$ cat src/rtl/instruction_uc_pkg.sv
// instruction_uc_pkg
//  Shared definitions for the instruction_uc control unit: RV64 opcode
//  constants, FSM state encoding, instruction class, OP_MEM_I and
//  select_flags codes, and the decoder result record.
package instruction_uc_pkg;

  localparam logic [6:0] OPC_LOAD   = 7'b0000011;
  localparam logic [6:0] OPC_STORE  = 7'b0100011;
  localparam logic [6:0] OPC_OP_IMM = 7'b0010011;
  localparam logic [6:0] OPC_OP     = 7'b0110011;
  localparam logic [6:0] OPC_BRANCH = 7'b1100011;

  // ld/sd are the only memory widths handled (doubleword)
  localparam logic [2:0] F3_DOUBLE  = 3'b011;

  typedef enum logic [2:0] {
    ST_IDLE,
    ST_FETCH,
    ST_DECODE,
    ST_EXEC,
    ST_MEM,
    ST_WB,
    ST_BRANCH,
    ST_HALT
  } state_t;

  typedef enum logic [2:0] {
    CLS_NOP,
    CLS_ALU,
    CLS_ALU_IMM,
    CLS_LOAD,
    CLS_STORE,
    CLS_BRANCH
  } class_t;

  // OP_MEM_I: ALU-B / address source select
  localparam logic [1:0] OPM_REG = 2'd0;
  localparam logic [1:0] OPM_MEM = 2'd1;
  localparam logic [1:0] OPM_IMM = 2'd2;

  // select_flags: branch condition presented to the datapath
  localparam logic [2:0] FLG_Z    = 3'd1;
  localparam logic [2:0] FLG_NZ   = 3'd2;
  localparam logic [2:0] FLG_N    = 3'd3;
  localparam logic [2:0] FLG_NN   = 3'd4;
  localparam logic [2:0] FLG_NONE = 3'd7;

  typedef struct packed {
    class_t     cls;
    logic       add_sub;
    logic [2:0] flag_code;
    logic       illegal;
  } decode_t;

  // Branch funct3 -> condition code; FLG_NONE marks an unsupported funct3.
  function automatic logic [2:0] branch_code(input logic [2:0] funct3);
    case (funct3)
      3'b000:  return FLG_Z;   // beq
      3'b001:  return FLG_NZ;  // bne
      3'b100:  return FLG_N;   // blt
      3'b101:  return FLG_NN;  // bge
      default: return FLG_NONE;
    endcase
  endfunction

endpackage

$ cat src/rtl/instruction_uc_if.sv
// instruction_uc_if
//  Bundles the control unit's run/instruction inputs and its datapath
//  control outputs.
//   slave  : the control unit (takes run/instr, drives the strobes)
//   master : the side driving run/instr and observing the strobes
interface instruction_uc_if #(
  parameter int INSTR_W = 32
);
  logic               run;
  logic [INSTR_W-1:0] instr;
  logic               IR_load;
  logic               WE_mem;
  logic               WE_reg;
  logic [1:0]         OP_MEM_I;
  logic               ADD_SUB;
  logic               PC_load;
  logic [2:0]         select_flags;
  logic               halt;

  modport slave (
    input  run, instr,
    output IR_load, WE_mem, WE_reg, OP_MEM_I, ADD_SUB, PC_load, select_flags, halt
  );

  modport master (
    output run, instr,
    input  IR_load, WE_mem, WE_reg, OP_MEM_I, ADD_SUB, PC_load, select_flags, halt
  );
endinterface

$ cat src/rtl/instruction_uc_decode.sv
// instruction_uc_decode
//  Purely combinational classifier for a latched instruction.
//  Ports:
//   opcode, funct3, funct7 : instruction fields (RV64 base layout)
//   dec                    : {class, add_sub, flag_code, illegal}
module instruction_uc_decode
  import instruction_uc_pkg::*;
(
  input  logic [6:0] opcode,
  input  logic [2:0] funct3,
  input  logic [6:0] funct7,
  output decode_t    dec
);

  logic [2:0] br_code;

  assign br_code = branch_code(funct3);

  always_comb begin
    // Anything not explicitly recognised below stays illegal.
    dec.cls       = CLS_NOP;
    dec.add_sub   = 1'b0;
    dec.flag_code = FLG_NONE;
    dec.illegal   = 1'b1;

    case (opcode)
      OPC_OP: begin
        if (funct3 == 3'b000 && (funct7 == 7'h00 || funct7 == 7'h20)) begin
          dec.cls     = CLS_ALU;
          dec.add_sub = funct7[5];  // sub
          dec.illegal = 1'b0;
        end
      end
      OPC_OP_IMM: begin
        if (funct3 == 3'b000) begin
          dec.cls     = CLS_ALU_IMM;
          dec.illegal = 1'b0;
        end
      end
      OPC_LOAD: begin
        if (funct3 == F3_DOUBLE) begin
          dec.cls     = CLS_LOAD;
          dec.illegal = 1'b0;
        end
      end
      OPC_STORE: begin
        if (funct3 == F3_DOUBLE) begin
          dec.cls     = CLS_STORE;
          dec.illegal = 1'b0;
        end
      end
      OPC_BRANCH: begin
        if (br_code != FLG_NONE) begin
          dec.cls       = CLS_BRANCH;
          dec.add_sub   = 1'b1;  // compare by subtraction
          dec.flag_code = br_code;
          dec.illegal   = 1'b0;
        end
      end
      default: ;
    endcase
  end

endmodule

$ cat src/rtl/instruction_uc.sv
// instruction_uc
//  Multicycle Moore control unit for the Instruction_FD datapath.
//  Fetches and latches an instruction, classifies it in DECODE and walks
//  the matching execution path; illegal words park the unit in HALT until
//  reset.
//  Ports:
//   clk   : rising-edge clock
//   reset : synchronous, active-high
//   bus   : instruction_uc_if.slave (run, instr in; control strobes out)
module instruction_uc
  import instruction_uc_pkg::*;
#(
  parameter int INSTR_W  = 32,
  parameter bit AUTO_RUN = 1'b0
) (
  input  logic             clk,
  input  logic             reset,
  instruction_uc_if.slave  bus
);

  state_t     state_reg, state_next;
  // Only the fields the classifier needs: {funct7, funct3, opcode}
  logic [16:0] ir_reg;
  class_t     class_reg;
  logic       add_sub_reg;
  logic [2:0] flag_reg;
  decode_t    dec;

  instruction_uc_decode u_decode (
    .opcode (ir_reg[6:0]),
    .funct3 (ir_reg[9:7]),
    .funct7 (ir_reg[16:10]),
    .dec    (dec)
  );

  always_ff @(posedge clk) begin
    if (reset) begin
      state_reg   <= ST_IDLE;
      ir_reg      <= '0;
      class_reg   <= CLS_NOP;
      add_sub_reg <= 1'b0;
      flag_reg    <= FLG_NONE;
    end else begin
      state_reg <= state_next;
      if (state_reg == ST_FETCH) begin
        ir_reg <= {bus.instr[31:25], bus.instr[14:12], bus.instr[6:0]};
      end
      // Class is frozen on leaving DECODE so later states never look at
      // the raw word.
      if (state_reg == ST_DECODE) begin
        class_reg   <= dec.cls;
        add_sub_reg <= dec.add_sub;
        flag_reg    <= dec.flag_code;
      end
    end
  end

  always_comb begin
    state_next = state_reg;
    case (state_reg)
      ST_IDLE:   if (bus.run || AUTO_RUN) state_next = ST_FETCH;
      ST_FETCH:  state_next = ST_DECODE;
      ST_DECODE: begin
        if (dec.illegal) begin
          state_next = ST_HALT;
        end else begin
          case (dec.cls)
            CLS_ALU, CLS_ALU_IMM:  state_next = ST_EXEC;
            CLS_LOAD, CLS_STORE:   state_next = ST_MEM;
            CLS_BRANCH:            state_next = ST_BRANCH;
            default:               state_next = ST_HALT;
          endcase
        end
      end
      ST_EXEC:   state_next = ST_FETCH;
      ST_MEM:    state_next = (class_reg == CLS_LOAD) ? ST_WB : ST_FETCH;
      ST_WB:     state_next = ST_FETCH;
      ST_BRANCH: state_next = ST_FETCH;
      ST_HALT:   state_next = ST_HALT;
      default:   state_next = ST_IDLE;
    endcase
  end

  logic       ir_load_o, we_mem_o, we_reg_o, add_sub_o, pc_load_o, halt_o;
  logic [1:0] op_mem_i_o;
  logic [2:0] select_flags_o;

  // Moore outputs: functions of state and latched class only.
  always_comb begin
    ir_load_o      = 1'b0;
    we_mem_o       = 1'b0;
    we_reg_o       = 1'b0;
    op_mem_i_o     = OPM_REG;
    add_sub_o      = 1'b0;
    pc_load_o      = 1'b0;
    select_flags_o = FLG_NONE;
    halt_o         = 1'b0;
    case (state_reg)
      ST_FETCH: ir_load_o = 1'b1;
      ST_EXEC: begin
        we_reg_o   = 1'b1;
        pc_load_o  = 1'b1;
        op_mem_i_o = (class_reg == CLS_ALU_IMM) ? OPM_IMM : OPM_REG;
        add_sub_o  = (class_reg == CLS_ALU) && add_sub_reg;
      end
      ST_MEM: begin
        op_mem_i_o = OPM_MEM;
        if (class_reg == CLS_STORE) begin
          we_mem_o  = 1'b1;
          pc_load_o = 1'b1;
        end
      end
      ST_WB: begin
        op_mem_i_o = OPM_MEM;
        we_reg_o   = 1'b1;
        pc_load_o  = 1'b1;
      end
      ST_BRANCH: begin
        add_sub_o      = 1'b1;
        select_flags_o = flag_reg;
        pc_load_o      = 1'b1;
      end
      ST_HALT: halt_o = 1'b1;
      default: ;
    endcase
  end

  assign bus.IR_load      = ir_load_o;
  assign bus.WE_mem       = we_mem_o;
  assign bus.WE_reg       = we_reg_o;
  assign bus.OP_MEM_I     = op_mem_i_o;
  assign bus.ADD_SUB      = add_sub_o;
  assign bus.PC_load      = pc_load_o;
  assign bus.select_flags = select_flags_o;
  assign bus.halt         = halt_o;

endmodule

$ cat src/flat_wrapper.sv
// flat-port wrapper written by rule: the top's interface ports become plain ports
module instruction_uc_flat import instruction_uc_pkg::*;
#(
  parameter int INSTR_W  = 32,
  parameter bit AUTO_RUN = 1'b0
)
  (clk, reset, bus_run, bus_instr, bus_IR_load, bus_WE_mem, bus_WE_reg, bus_OP_MEM_I, bus_ADD_SUB, bus_PC_load, bus_select_flags, bus_halt);
  instruction_uc_if #(.INSTR_W(INSTR_W)) bus_i ();
  input  logic clk;
  input  logic reset;
  input wire logic [$bits(bus_i.run)-1:0] bus_run;
  input wire logic [$bits(bus_i.instr)-1:0] bus_instr;
  output wire logic [$bits(bus_i.IR_load)-1:0] bus_IR_load;
  output wire logic [$bits(bus_i.WE_mem)-1:0] bus_WE_mem;
  output wire logic [$bits(bus_i.WE_reg)-1:0] bus_WE_reg;
  output wire logic [$bits(bus_i.OP_MEM_I)-1:0] bus_OP_MEM_I;
  output wire logic [$bits(bus_i.ADD_SUB)-1:0] bus_ADD_SUB;
  output wire logic [$bits(bus_i.PC_load)-1:0] bus_PC_load;
  output wire logic [$bits(bus_i.select_flags)-1:0] bus_select_flags;
  output wire logic [$bits(bus_i.halt)-1:0] bus_halt;
  assign bus_i.run = bus_run;
  assign bus_i.instr = bus_instr;
  assign bus_IR_load = bus_i.IR_load;
  assign bus_WE_mem = bus_i.WE_mem;
  assign bus_WE_reg = bus_i.WE_reg;
  assign bus_OP_MEM_I = bus_i.OP_MEM_I;
  assign bus_ADD_SUB = bus_i.ADD_SUB;
  assign bus_PC_load = bus_i.PC_load;
  assign bus_select_flags = bus_i.select_flags;
  assign bus_halt = bus_i.halt;
  instruction_uc #(.INSTR_W(INSTR_W), .AUTO_RUN(AUTO_RUN)) u_core (.clk(clk), .reset(reset), .bus(bus_i));
endmodule
$ cat config.mk
export PLATFORM = sky130hd
export DESIGN_NAME = instruction_uc_flat
export DESIGN_NICKNAME = d
export VERILOG_FILES = /design/src/rtl/instruction_uc_pkg.sv /design/src/rtl/instruction_uc_if.sv /design/src/rtl/instruction_uc_decode.sv /design/src/rtl/instruction_uc.sv /design/src/flat_wrapper.sv
export SDC_FILE = /design/constraint.sdc
export NUM_CORES = 1
export LEC_CHECK = 0
export CORE_MARGIN = 8
export CORE_UTILIZATION = 41
export CTS_CLUSTER_DIAMETER = 40
export DETAILED_ROUTE_END_ITERATION = 8
export PLACE_DENSITY = 0.77
export SETUP_SLACK_MARGIN = 0.05
export SYNTH_ARGS = -nofsm -noshare
export SYNTH_HDL_FRONTEND = slang
export SYNTH_HIERARCHICAL = 1
export SYNTH_SLANG_ARGS = --single-unit
$ cat constraint.sdc
create_clock -name clk -period 2.08 [get_ports clk]
set_clock_uncertainty 0.2 [all_clocks]
set_input_delay 0.312 -clock clk [delete_from_list [all_inputs] [get_ports clk]]
set_output_delay 0.312 -clock clk [all_outputs]
set_load 0.01 [all_outputs]
==> key figures <==
Placed design
  – Detailed-placement wirelength estimate: 2410 µm
  – Cell area after placement: 1860 µm²
  – Number of port buffers: 30
  – Final weighted congestion in routability-driven placement: around 0.95

Finish
  – Post-Layout Inst Area: about 2000 µm²
  – Area growth syn-to-layout: 37.1%
  – Number of antenna repair diodes: 0
  – Number of nets in the final layout: 258
  – Area of the multi-input gates: 833 µm²
  – Register area: 561 µm²
  – Share of layout cells above drive strength 1: 0.329
  – Max reg flops: 17
  – Number of filler cells placed in the layout: 350

Clocking
  – CTS Buffer Depth: 2
  – Cell at the root of the clock tree: sky130_fd_sc_hd__clkbuf_4
  – TritonCTS clock tree: built
  – Clock slew at the register clock pins of the worst setup and hold paths: 140 ps
  – Htree depth: 1
  – Clk sink count: 27
  – Worst-Skew Late Latency: 330 ps
  – CTS buffer count: 3

Timing
  – Transition time at the pin with the least slew margin: 508 ps
  – Period Utilization, post-route: 0.986
  – RSZ-0062 raised after global routing: yes
  – Hold Vio Cnt, Final: 0
  – Setup tns final: 0 ps
  – Time the worst path needs with I/O delays and setup: 2050 ps
  – Highest clock frequency the design can meet: 0.488 GHz
  – Number of slew-limit violations in the final report: 0
  – Final setup violation count: 0
  – Headroom to the max-slew limit: 0.656

Global routing
  – Vias in the first global route: 1351
  – Remaining global-route overflow: 0
  – Antenna violations before repair: 0
  – First-pass GRT wire length: 5650 µm
  – Tot GR Track Use: 0.127
  – Pin count of the biggest net entering global routing: 18

Floorplanning
  – Total Die Area: about 5600 µm²
  – Die width: 75.2 µm
  – Top-level port count: 46
  – Row Count: 21
  – Std-Cell Core Area: 3360 µm²
  – Initial Util: 0.427
  – Chip Height: 75.2 µm

Worst setup path
  – Startpoint of the most critical setup path: u_core/ir_reg[12]
  – Required time of the worst setup path: 2110 ps
  – Largest fanout on the critical path: 3
  – Reg-to-reg startpoint: u_core/ir_reg[12]
  – Data arrival at the endpoint of the critical path: 2080 ps
  – Nature of the critical path endpoint: flop
  – CP Launch Type: flop
  – Type of the worst setup path: flop to flop

Power and ir drop
  – LEAKAGE: 0.714 nW
  – Maximum VDD drop: 390 µV
  – Power density normalized to cell area: between 500 and 600 nW/µm²

Synthesis
  – Ys Warns: 6
  – Number of standard cells after synthesis: 174
  – Net count after synthesis: 209
  – Fraction of registers with async set/reset: 0
  – Register bit total from synthesis: 27
  – Most frequent cells after synthesis: sky130_fd_sc_hd__nand2_1, sky130_fd_sc_hd__dfxtp_1, sky130_fd_sc_hd__a21oi_1
  – Sequential cell area fraction in the yosys report: 0.377
  – Predominant post-synthesis flop cell: sky130_fd_sc_hd__dfxtp_1
  – Post-synth EDFFs: 0
  – Post-synthesis cell type count: 44
  – Largest cells by area after synthesis: sky130_fd_sc_hd__dfxtp_1, sky130_fd_sc_hd__nand2_1, sky130_fd_sc_hd__a21oi_2
  – Most common cell in the netlist: sky130_fd_sc_hd__nand2_1
  – Average footprint of a synthesized cell: roughly 8.2 µm²
  – Cell type contributing the most total cell area after synthesis: sky130_fd_sc_hd__dfxtp_1
  – Area share of the leading cell type in the synthesized netlist: 0.377
  – Cell Area, Synth: 1440 µm²

Drt
  – Total vias in the final route: 1332
  – Via count normalized by instance count: 4.97
  – Post-route DRC violation count: 0
  – Overall routed net length: ~3500 µm
  – Initial DRC count: roughly 40
  – Number of iterations in the first detailed-routing pass: 4
  – Remaining antenna violation count: 0
  – Average routed wire per standard cell: approximately 13 µm

Hold path
  – Startpoint of the worst hold path: u_core/ir_reg[3]
  – Type of the worst min-delay path: flop to flop

Flow run
  – Max-cap violations: 0

Status
  – Outcome: finished clean
## where the power goes
group	internal, mW	switching [mW]	leakage, nW
clock network	0.0723	0.155	0.0177
logic	0.161	0.150	0.470
registers	0.563	0.0438	0.226
total	0.796	0.348	0.714
## cell families after synthesis
logic type	count (synthesis)	synth area share
buf+inv	17	0.0706
flops	27	0.377
xor+xnor	3	0.0183
compound gates	38	0.193
mux	5	0.0349
simple gates	84	0.307
## repair_timing
item,in CTS,in global routing
buffers inserted,5,1
hold buffers,0,0
gates resized for setup,47,15
setup endpoints to repair,12,11
pin swaps,1,6
cloned,0,0
## worst paths after layout
check	slack, ps	to	depth (start not counted)
hold reg to reg	270	u_core/ir_reg[3]	2
hold / removal	270	u_core/ir_reg[3]	2
setup / recovery	30	u_core/state_reg[2]	7
setup reg to reg	30	u_core/state_reg[2]	7
## worst max-delay path, stage by stage (launching register included)
cell	delay, ps
sky130_fd_sc_hd__dfxtp_2	360
sky130_fd_sc_hd__nor4b_4	280
sky130_fd_sc_hd__nand3_2	130
sky130_fd_sc_hd__mux2i_1	190
sky130_fd_sc_hd__a31o_1	220
sky130_fd_sc_hd__xnor2_1	150
sky130_fd_sc_hd__o311ai_1	120
sky130_fd_sc_hd__a221oi_1	310
## through the flow
stage | total power [mW] | hold slack [ps] | util | setup slack, ps | std cells
CTS | 1.15 | 267 | 0.573 | 24.8 | 267
finish | 1.14 | 266 | 0.585 | 29.3 | 268
floorplan | 0.799 | 232 | - | 121 | 174
global placement | 0.890 | 237 | 0.553 | 44.2 | 258
global route | 1.21 | 290 | 0.585 | -112 | 268
detailed placement | 0.895 | 242 | 0.553 | -31.4 | 258
## metal layers
metal / track usage / up-vias / part of all wire / routed length [µm]
met1: 0.154 / 594 / 0.46 / 1600
met4: 0.0576 / 0 / 0.020 / 71
met2: 0.212 / 36 / 0.47 / 1650
li1: - / 693 / - / -
met3: 0.0240 / 9 / 0.048 / 169
met5: 0 / - / 0 / 0
## placed cells by master (no fill, tap or decap), drive strengths merged, types with 2 or more instances in the layout
cell,netlist,routed
nor2b,6,6
nand2,44,44
dfxtp,27,27
o311ai,2,2
a221oi,2,2
o32ai,2,2
a211o,3,3
dlygate4sd2,0,3
clkbuf,3,5
a21oi,20,20
or3b,2,2
inv,7,7
nor2,9,9
clkdlybuf4s50,0,19
nand3,5,5
xnor2,2,2
mux2i,5,5
buf,7,30
nor3,3,3
nor3b,2,2
a211oi,2,2
a21boi,2,2
nor4b,2,2
or2,3,3
o21ai,2,2
nand3b,3,3
## area by class of cell
cell class,instances,share of cell area
Tap cell,46,0.0293
Multi-Input combinational cell,130,0.424
Clock inverter,1,0.00254
Timing Repair Buffer,54,0.231
Sequential cell,27,0.285
Inverter,7,0.0172
Clock buffer,3,0.0115
Power figures use the tool's default switching activity.
